**src/rtl/uart_pkg.sv**
```systemverilog
// Shared UART constants, receiver state encoding and the mid-bit vote helper.
package uart_pkg;

    typedef enum logic [2:0] {
        RX_IDLE,
        RX_START,
        RX_DATA,
        RX_STOP,
        RX_BREAK
    } rx_state_t;

    localparam int unsigned OVERSAMPLE = 16;
    localparam int unsigned DEF_CLK_HZ = 12000000;
    localparam int unsigned DEF_BAUD   = 115200;

    // Oversample counter values at which a bit is sampled; the vote happens on the last one.
    localparam logic [3:0] SMP_A = 4'd7;
    localparam logic [3:0] SMP_B = 4'd8;
    localparam logic [3:0] SMP_C = 4'd9;

    function automatic logic maj3(input logic a, input logic b, input logic c);
        return (a & b) | (a & c) | (b & c);
    endfunction

endpackage

```
**src/rtl/uart_baud_tick.sv**
```systemverilog
// Fractional-accumulator rate generator: one-clock tick at RATE Hz on average, no drift.
module uart_baud_tick #(
    parameter int unsigned CLK_HZ = 12000000,
    parameter int unsigned RATE   = 1843200
) (
    input  logic clk_i,
    input  logic rst_i,
    output logic tick_o
);

    localparam int unsigned W = $clog2(CLK_HZ) + 1;

    logic [W-1:0] acc_q, acc_d;
    logic [W-1:0] sum;
    logic         tick_q, tick_d;

    // Add RATE each clock; wrap by CLK_HZ and flag the wrap as a tick.
    always_comb begin
        sum    = acc_q + W'(RATE);
        acc_d  = sum;
        tick_d = 1'b0;
        if (sum >= W'(CLK_HZ)) begin
            acc_d  = sum - W'(CLK_HZ);
            tick_d = 1'b1;
        end
    end

    // Accumulator and tick register; free-running except for reset.
    always_ff @(posedge clk_i) begin
        if (rst_i) begin
            acc_q  <= '0;
            tick_q <= 1'b0;
        end else begin
            acc_q  <= acc_d;
            tick_q <= tick_d;
        end
    end

    assign tick_o = tick_q;

endmodule

```
**src/rtl/uart_rx.sv**
```systemverilog
// 8N1 UART receiver: 16x oversampling, 3-sample mid-bit majority vote,
// single-entry holding register with framing-error and overrun pulses.
module uart_rx
    import uart_pkg::*;
#(
    parameter int unsigned CLK_HZ = DEF_CLK_HZ,
    parameter int unsigned BAUD   = DEF_BAUD
) (
    input  logic       sys_clk_i,
    input  logic       sys_rst_i,
    input  logic       uart_rx_i,
    input  logic       uart_rd_i,
    output logic [7:0] uart_dat_o,
    output logic       uart_valid_o,
    output logic       uart_ferr_o,
    output logic       uart_ovr_o,
    output logic       uart_busy_o
);

    logic       tick;
    logic       rx_meta_q, rx_s_q, rx_prev_q;
    rx_state_t  state_q;
    logic [3:0] scnt_q;
    logic [2:0] bidx_q;
    logic [7:0] shreg_q;
    logic [1:0] smp_q;
    logic       deliver_q;
    logic       ferr_q;
    logic [7:0] dat_q, dat_d;
    logic       valid_q, valid_d;
    logic       ovr_q, ovr_d;
    logic       vote;
    logic       at_vote;

    uart_baud_tick #(
        .CLK_HZ (CLK_HZ),
        .RATE   (OVERSAMPLE * BAUD)
    ) u_tick (
        .clk_i  (sys_clk_i),
        .rst_i  (sys_rst_i),
        .tick_o (tick)
    );

    // Two-flop synchronizer plus a delayed copy for falling-edge detection.
    always_ff @(posedge sys_clk_i) begin
        if (sys_rst_i) begin
            rx_meta_q <= 1'b1;
            rx_s_q    <= 1'b1;
            rx_prev_q <= 1'b1;
        end else begin
            rx_meta_q <= uart_rx_i;
            rx_s_q    <= rx_meta_q;
            rx_prev_q <= rx_s_q;
        end
    end

    assign vote    = maj3(smp_q[0], smp_q[1], rx_s_q);
    assign at_vote = tick && (scnt_q == SMP_C);

    // Frame FSM: oversample counting, sampling, shifting and stop-bit check.
    always_ff @(posedge sys_clk_i) begin
        if (sys_rst_i) begin
            state_q   <= RX_IDLE;
            scnt_q    <= '0;
            bidx_q    <= '0;
            shreg_q   <= '0;
            smp_q     <= '0;
            deliver_q <= 1'b0;
            ferr_q    <= 1'b0;
        end else begin
            deliver_q <= 1'b0;
            ferr_q    <= 1'b0;
            if (tick && state_q != RX_IDLE && state_q != RX_BREAK) begin
                scnt_q <= scnt_q + 4'd1;
                if (scnt_q == SMP_A) smp_q[0] <= rx_s_q;
                if (scnt_q == SMP_B) smp_q[1] <= rx_s_q;
            end
            case (state_q)
                RX_IDLE: begin
                    if (rx_prev_q && !rx_s_q) begin
                        state_q <= RX_START;
                        scnt_q  <= '0;
                    end
                end
                RX_START: begin
                    if (at_vote) begin
                        if (!vote) begin
                            state_q <= RX_DATA;
                            bidx_q  <= '0;
                        end else begin
                            state_q <= RX_IDLE;
                        end
                    end
                end
                RX_DATA: begin
                    if (at_vote) begin
                        shreg_q <= {vote, shreg_q[7:1]};
                        bidx_q  <= bidx_q + 3'd1;
                        if (bidx_q == 3'd7) state_q <= RX_STOP;
                    end
                end
                RX_STOP: begin
                    if (at_vote) begin
                        if (vote) begin
                            deliver_q <= 1'b1;
                            state_q   <= RX_IDLE;
                        end else begin
                            ferr_q  <= 1'b1;
                            state_q <= RX_BREAK;
                        end
                    end
                end
                RX_BREAK: begin
                    if (rx_s_q) state_q <= RX_IDLE;
                end
                default: state_q <= RX_IDLE;
            endcase
        end
    end

    // Holding register next state: delivery wins over a plain read; full and unread means overrun.
    always_comb begin
        dat_d   = dat_q;
        valid_d = valid_q;
        ovr_d   = 1'b0;
        if (deliver_q) begin
            if (!valid_q || uart_rd_i) begin
                dat_d   = shreg_q;
                valid_d = 1'b1;
            end else begin
                ovr_d = 1'b1;
            end
        end else if (uart_rd_i && valid_q) begin
            valid_d = 1'b0;
        end
    end

    // Holding register state.
    always_ff @(posedge sys_clk_i) begin
        if (sys_rst_i) begin
            dat_q   <= '0;
            valid_q <= 1'b0;
            ovr_q   <= 1'b0;
        end else begin
            dat_q   <= dat_d;
            valid_q <= valid_d;
            ovr_q   <= ovr_d;
        end
    end

    assign uart_dat_o   = dat_q;
    assign uart_valid_o = valid_q;
    assign uart_ferr_o  = ferr_q;
    assign uart_ovr_o   = ovr_q;
    assign uart_busy_o  = (state_q != RX_IDLE);

endmodule

```
**config.mk**
```make
export PLATFORM = sky130hd
export DESIGN_NAME = uart_rx
export DESIGN_NICKNAME = d
export VERILOG_FILES = /design/src/rtl/uart_pkg.sv /design/src/rtl/uart_baud_tick.sv /design/src/rtl/uart_rx.sv
export SDC_FILE = /design/constraint.sdc
export NUM_CORES = 1
export LEC_CHECK = 0
export BUFFER_PORTS_ARGS = -buffer_cell sky130_fd_sc_hd__buf_2
export CORE_MARGIN = 3
export CORE_UTILIZATION = 60
export CTS_CLUSTER_SIZE = 10
export DETAILED_ROUTE_END_ITERATION = 10
export GPL_TIMING_DRIVEN = 0
export MAX_ROUTING_LAYER = met4
export PLACE_DENSITY = 0.79
export SLEW_MARGIN = 15
export SYNTH_ARGS = -nofsm -noshare
export SYNTH_HDL_FRONTEND = slang
export SYNTH_SLANG_ARGS = --single-unit
```
**constraint.sdc**
```tcl
create_clock -name sys_clk_i -period 5.8 [get_ports sys_clk_i]
set_input_delay 0.58 -clock sys_clk_i [delete_from_list [all_inputs] [get_ports sys_clk_i]]
set_output_delay 0.58 -clock sys_clk_i [all_outputs]
set_load 0.02 [all_outputs]
```
== Word level (Yosys, flattened, before mapping) ==
Index checks and enable logic that the tools add are counted.
Widths: inputs -> output; s select.

* Flip-flop bits (word level): 61
* Bits of input ports: 4
* Output and inout port bits: 12
* Logic and storage cells: 91

* $add $sub $neg: 4
* Magnitude comparators: 1
* Equal/unequal tests: 17
* Multiplexer cells: 24
* Bitwise gates (word level): 8
* Reduce and logical (&&, ||, !) cells: 21

{| class="wikitable"
|+ Operators by type and width
! cell !! count
|-
| $mux 3 || 10
|-
| $add 25x21->25 const B || 1
|-
| $ge 25x24->1 const B || 1
|-
| $mux 25 || 1
|-
| $sub 25x24->25 const B || 1
|-
| $pmux 3 s5 || 1
|-
| $ne 2x2->1 const B || 7
|-
| $mux 4 || 3
|-
| $reduce_and 2->1 || 5
|-
| $eq 4x4->1 const B || 2
|-
| $mux 1 || 7
|-
| $eq 3x2->1 const B || 2
|-
| $eq 3x3->1 const B || 2
|-
| $pmux 3 s2 || 1
|-
| $reduce_and 6->1 || 1
|-
| $logic_and 1x1->1 || 5
|-
| $add 4x1->4 const B || 1
|-
| $eq 4x3->1 const B || 1
|-
| $reduce_and 4->1 || 1
|-
| $reduce_bool 2->1 || 2
|-
| $add 3x1->3 const B || 1
|-
| $and 1x1->1 || 3
|-
| $eq 3x1->1 const B || 1
|-
| $logic_not 3->1 || 1
|-
| 10 further kinds || 14
|}

== Depth between registers and ports, before layout ==
* Word-level depth: 6
* Depth in mapped cells: 11
* Depth with buffers taken out: 8

== By module ==
A second synthesis with hierarchy kept.

* Cells, all modules: 372
* Area total of the unflattened synthesis: 3214.3 µm²

{| class="wikitable"
|+ Modules (own cells, without submodules)
! module !! instances !! cells each !! area an instance (µm²) !! seq. area each (µm²)
|-
| uart_baud_tick || 1 || 202 || 1697.9 || 360.3
|-
| uart_rx || 1 || 170 || 1516.5 || 700.7
|}

== Worst setup path before layout ==
No wires, ideal clock.

* Path type: reg-to-reg
* Start: reg u_tick.acc_q[14]
* End: reg u_tick.acc_q[14]
* Setup time: 132 ps
* Data arrival time: 2334 ps
* Required time: 5668 ps
* Setup slack: 3334 ps
* Stages on the path, launching flop included: 12
* Buffers on the path: 3
* Period minus slack after synthesis: 2466 ps
* Cell sequence: dfxtp_1 ha_1 buf_4 a22o_1 or4b_4 a21boi_4 o21ai_2 o221a_1 buf_6 buf_2 o21ai_0 a21oi_1

* Word-level cells in the longest chain between the ends: 3
* Elaborated cells between the ends (all ways): 4
* Classes of those cells: add/sub (2); order compare (1); mux (1)

{| class="wikitable"
|+ Ends and longest elaborated chain
! item !! RTL line !! RTL
|-
| start, declared || uart_baud_tick.sv:13 || <nowiki>logic [W-1:0] acc_q, acc_d;</nowiki>
|-
| start signal, assigned || uart_baud_tick.sv:31 || <nowiki>acc_q <= '0;</nowiki>
|-
| start signal, assigned || uart_baud_tick.sv:34 || <nowiki>acc_q <= acc_d;</nowiki>
|-
| $add 25x21->25 * || uart_baud_tick.sv:19 || <nowiki>sum = acc_q + W'(RATE);</nowiki>
|-
| $sub 25x24->25 / $ge 25x24->1 (equally long branches) || uart_baud_tick.sv:23, uart_baud_tick.sv:22 ||
|-
| $mux 25 * || uart_baud_tick.sv:22 || <nowiki>if (sum >= W'(CLK_HZ)) begin</nowiki>
|}

Mark *: on every way between the ends. The rest lies on a longest branch, timed or not.
A chain may end at the register's enable or synchronous reset.

== Worst setup path after layout ==
Same ends and word-level chain as after synthesis.

==> qor.yml <==
detailed_routing:
  drt_iter0_drc: 111
  drtAntennaViolNets: 0
  drc: 0
  routed_wl_um: 5540
  vias: 2249
  wl_per_cell_um: 14.5
  first_pass_iters: 4
  viasPerCell: 5.89
power:
  irDropWorstVdd_v: 0.000256
  power_density_nw_per_um2: 354
  leakage_nw: 1.21
synth:
  yosysUniqueCellTypes: 61
  synthTopCellsByArea: "dfxtp_1 (39%), mux2i_1 (7.0%), nor2_1 (6.1%), a21oi_1 (3.7%), ha_1 (3.7%)"
  syn_area_um2: 2730
  ys.warnings.count: 0
  syn_inst: 309
  async_flop_share_pct: 0
  ys_seq_area_share_pct: 38.9
  synth.top_cell.area_share_pct: 38.9
  syn-num-nets: 321
  ys_seq_elements: 53
  synth_ff_type: "dfxtp_1"
  synth_most_common_cell: "dfxtp_1"
  synth_edf_count: 0
  synth_area_per_cell_um2: 8.83
  ys_top_cells_by_count: "dfxtp_1 (53), nor2_1 (44), a21oi_1 (20)"
  post-synth-top-area-cell: "dfxtp_1"
job:
  maxCapViolCount: 0
setup_path:
  critPathMaxFanout: 10
  cp-start-kind: "register"
  rr_worst_depth: 11
  cp_data_required_time_ns: 5.97
  endpoint_kind: "register"
  crit_type: "reg -> reg"
  crit_arrival_ns: 3.00
final_layout:
  fillers: 330
  fin_nets: 343
  stdcell_area_um2: 2980
  drive_above_1_share_pct: 13.6
  antennaDiodeCount: 0
  area_growth_pct: 9.31
global_route:
  use_met1_pct: 28.8
  grt_use_met3_pct: 4.51
  grt_pass1_vias: 2012
  grt_use_total_pct: 22.4
  grtUsageMet2_pct: 35.5
  grt_pass1_wl_um: 9200
  grt_max_degree: 16
  grt.busiest_layer: "met2"
  antenna_found_initial: 0
  overflow: 0
timing:
  final.setup_skew_ns: 0.00528
  max_freq_ghz: 0.353
  fin_crit_sh_pct: 48.8
  tns_ns: 0
  slew_violations: 0
  hold_viol_final: 0
  worst_slew_pin_slew_ns: 0.910
  slew_headroom_pct: 38.9
  setup_viol: 0
  rsz0062_at_grt: "false"
  period_needed_ns: 2.83
clocking:
  cts-htree-levels: 2
  cts_buffer_depth: 2
  postCtsSetupRepairBufs: 0
  clock_sinks: 53
  postCtsResizedCells: 0
  hold_buffers: 0
  cts-root-buf: "clkbuf_8"
  cts_tree: "yes"
  clk_pin_slew_worst_paths_ns: 0.09
  clk_latency_ns: 0.30
  numCtsBuffers: 5
die:
  pin_count: 16
  die_h_um: 73.4
  start_util_pct: 64.9
  coreArea_um2: 4200
  dieArea_um2: 5390
  fp.dieW_um: 73.4
  rows: 23
placement:
  dp_hpwl_um: 3910
  place_congestion: 0.848
  port_buffers: 15
  dpl-instance-area_um2: 2870
min_path:
  hold_depth: 1
  hp-class: "reg -> reg"
status:
  status: "finished, final reports clean"
## worst paths after layout
check | from | endpoint | slack, ns
worst min-delay path | rx_meta_q | rx_s_q | 0.44
worst max-delay path | u_tick.acc_q[14] | u_tick.acc_q[14] | 2.97
worst max register to register | u_tick.acc_q[14] | u_tick.acc_q[14] | 2.97
worst min register to register | rx_meta_q | rx_s_q | 0.44
## logic make-up after synthesis
| family | count (synthesis) | synth area share (%) |
|---|---|---|
| simple gates | 118 | 22.6 |
| buf+inv | 28 | 5.18 |
| xor+xnor | 18 | 6.05 |
| flops | 53 | 38.9 |
| compound gates | 64 | 16.3 |
| fa+ha+maj | 9 | 4.04 |
| mux | 19 | 6.97 |
## where the power goes
part           internal [mW]  switching, mW  leakage (nW)
logic                  0.144          0.215         0.720
registers              0.402         0.0378         0.430
clock network          0.141          0.117        0.0585
## cells in the final DEF (no fill, tap or decap), types with 3 or more instances in the layout
master    count
dfxtp_1      53
nor2_1       44
a21oi_1      20
mux2i_1      19
buf_2        17
nand2_1      17
inv_1        11
xnor2_1      10
clkbuf_1      9
o21ai_0       9
nor3_1        9
nand3_1       8
ha_1          8
xor2_1        7
nand4_1       6
clkbuf_8      6
o21a_1        5
or3_1         4
buf_6         4
o21ai_1       4
nor4_1        4
nor3b_1       4
and3_1        3
## worst max-delay path, cell delays in order (launching register included)
cell	delay, ns
dfxtp_1	0.44
ha_1	0.19
buf_4	0.16
a41oi_2	0.16
xor2_2	0.22
nor4_1	0.44
a31oi_1	0.20
o221a_1	0.31
buf_6	0.15
buf_2	0.18
o21ai_0	0.17
a21oi_1	0.08
## sequential cells by signal (all words and copies together) (netlist names)
register       cells
bidx_q             3
deliver_q          1
rx_meta_q          1
rx_prev_q          1
rx_s_q             1
scnt_q             4
shreg_q            8
smp_q              2
state_q            3
u_tick.acc_q      17
u_tick.tick_o      1
uart_dat_o         8
uart_ferr_o        1
uart_ovr_o         1
uart_valid_o       1
## metal layers
layer / wire [µm] / part of all wire (%)
met3: 281 / 5.1
met2: 2540 / 46
met4: 71 / 1.3
met1: 2650 / 48
met5: 0 / 0
## area by class of cell
cell class                      count  area (µm²)  area share, %
Buffer                             17         100           3.36
Clock buffer                        7        86.3           2.89
Clock inverter                      1        30.0           1.01
Inverter                           11        41.3           1.38
Multi-Input combinational cell    228        1530           51.2
Sequential cell                    53        1060           35.6
Tap cell                           50        62.6           2.10
Timing Repair Buffer               15        75.1           2.52
## stage by stage
stage	power [mW]	std cells	setup slack [ns]	hold slack (ns)	util [%]
floorplan	0.729	309	3.33	0.389	-
global placement	0.788	374	3.09	0.414	68.2
detailed placement	0.795	374	3.03	0.413	68.2
CTS	1.06	382	2.99	0.442	71.0
global route	1.12	382	2.80	0.447	71.0
finish	1.06	382	2.97	0.439	71.0
Power figures use the tool's default switching activity.
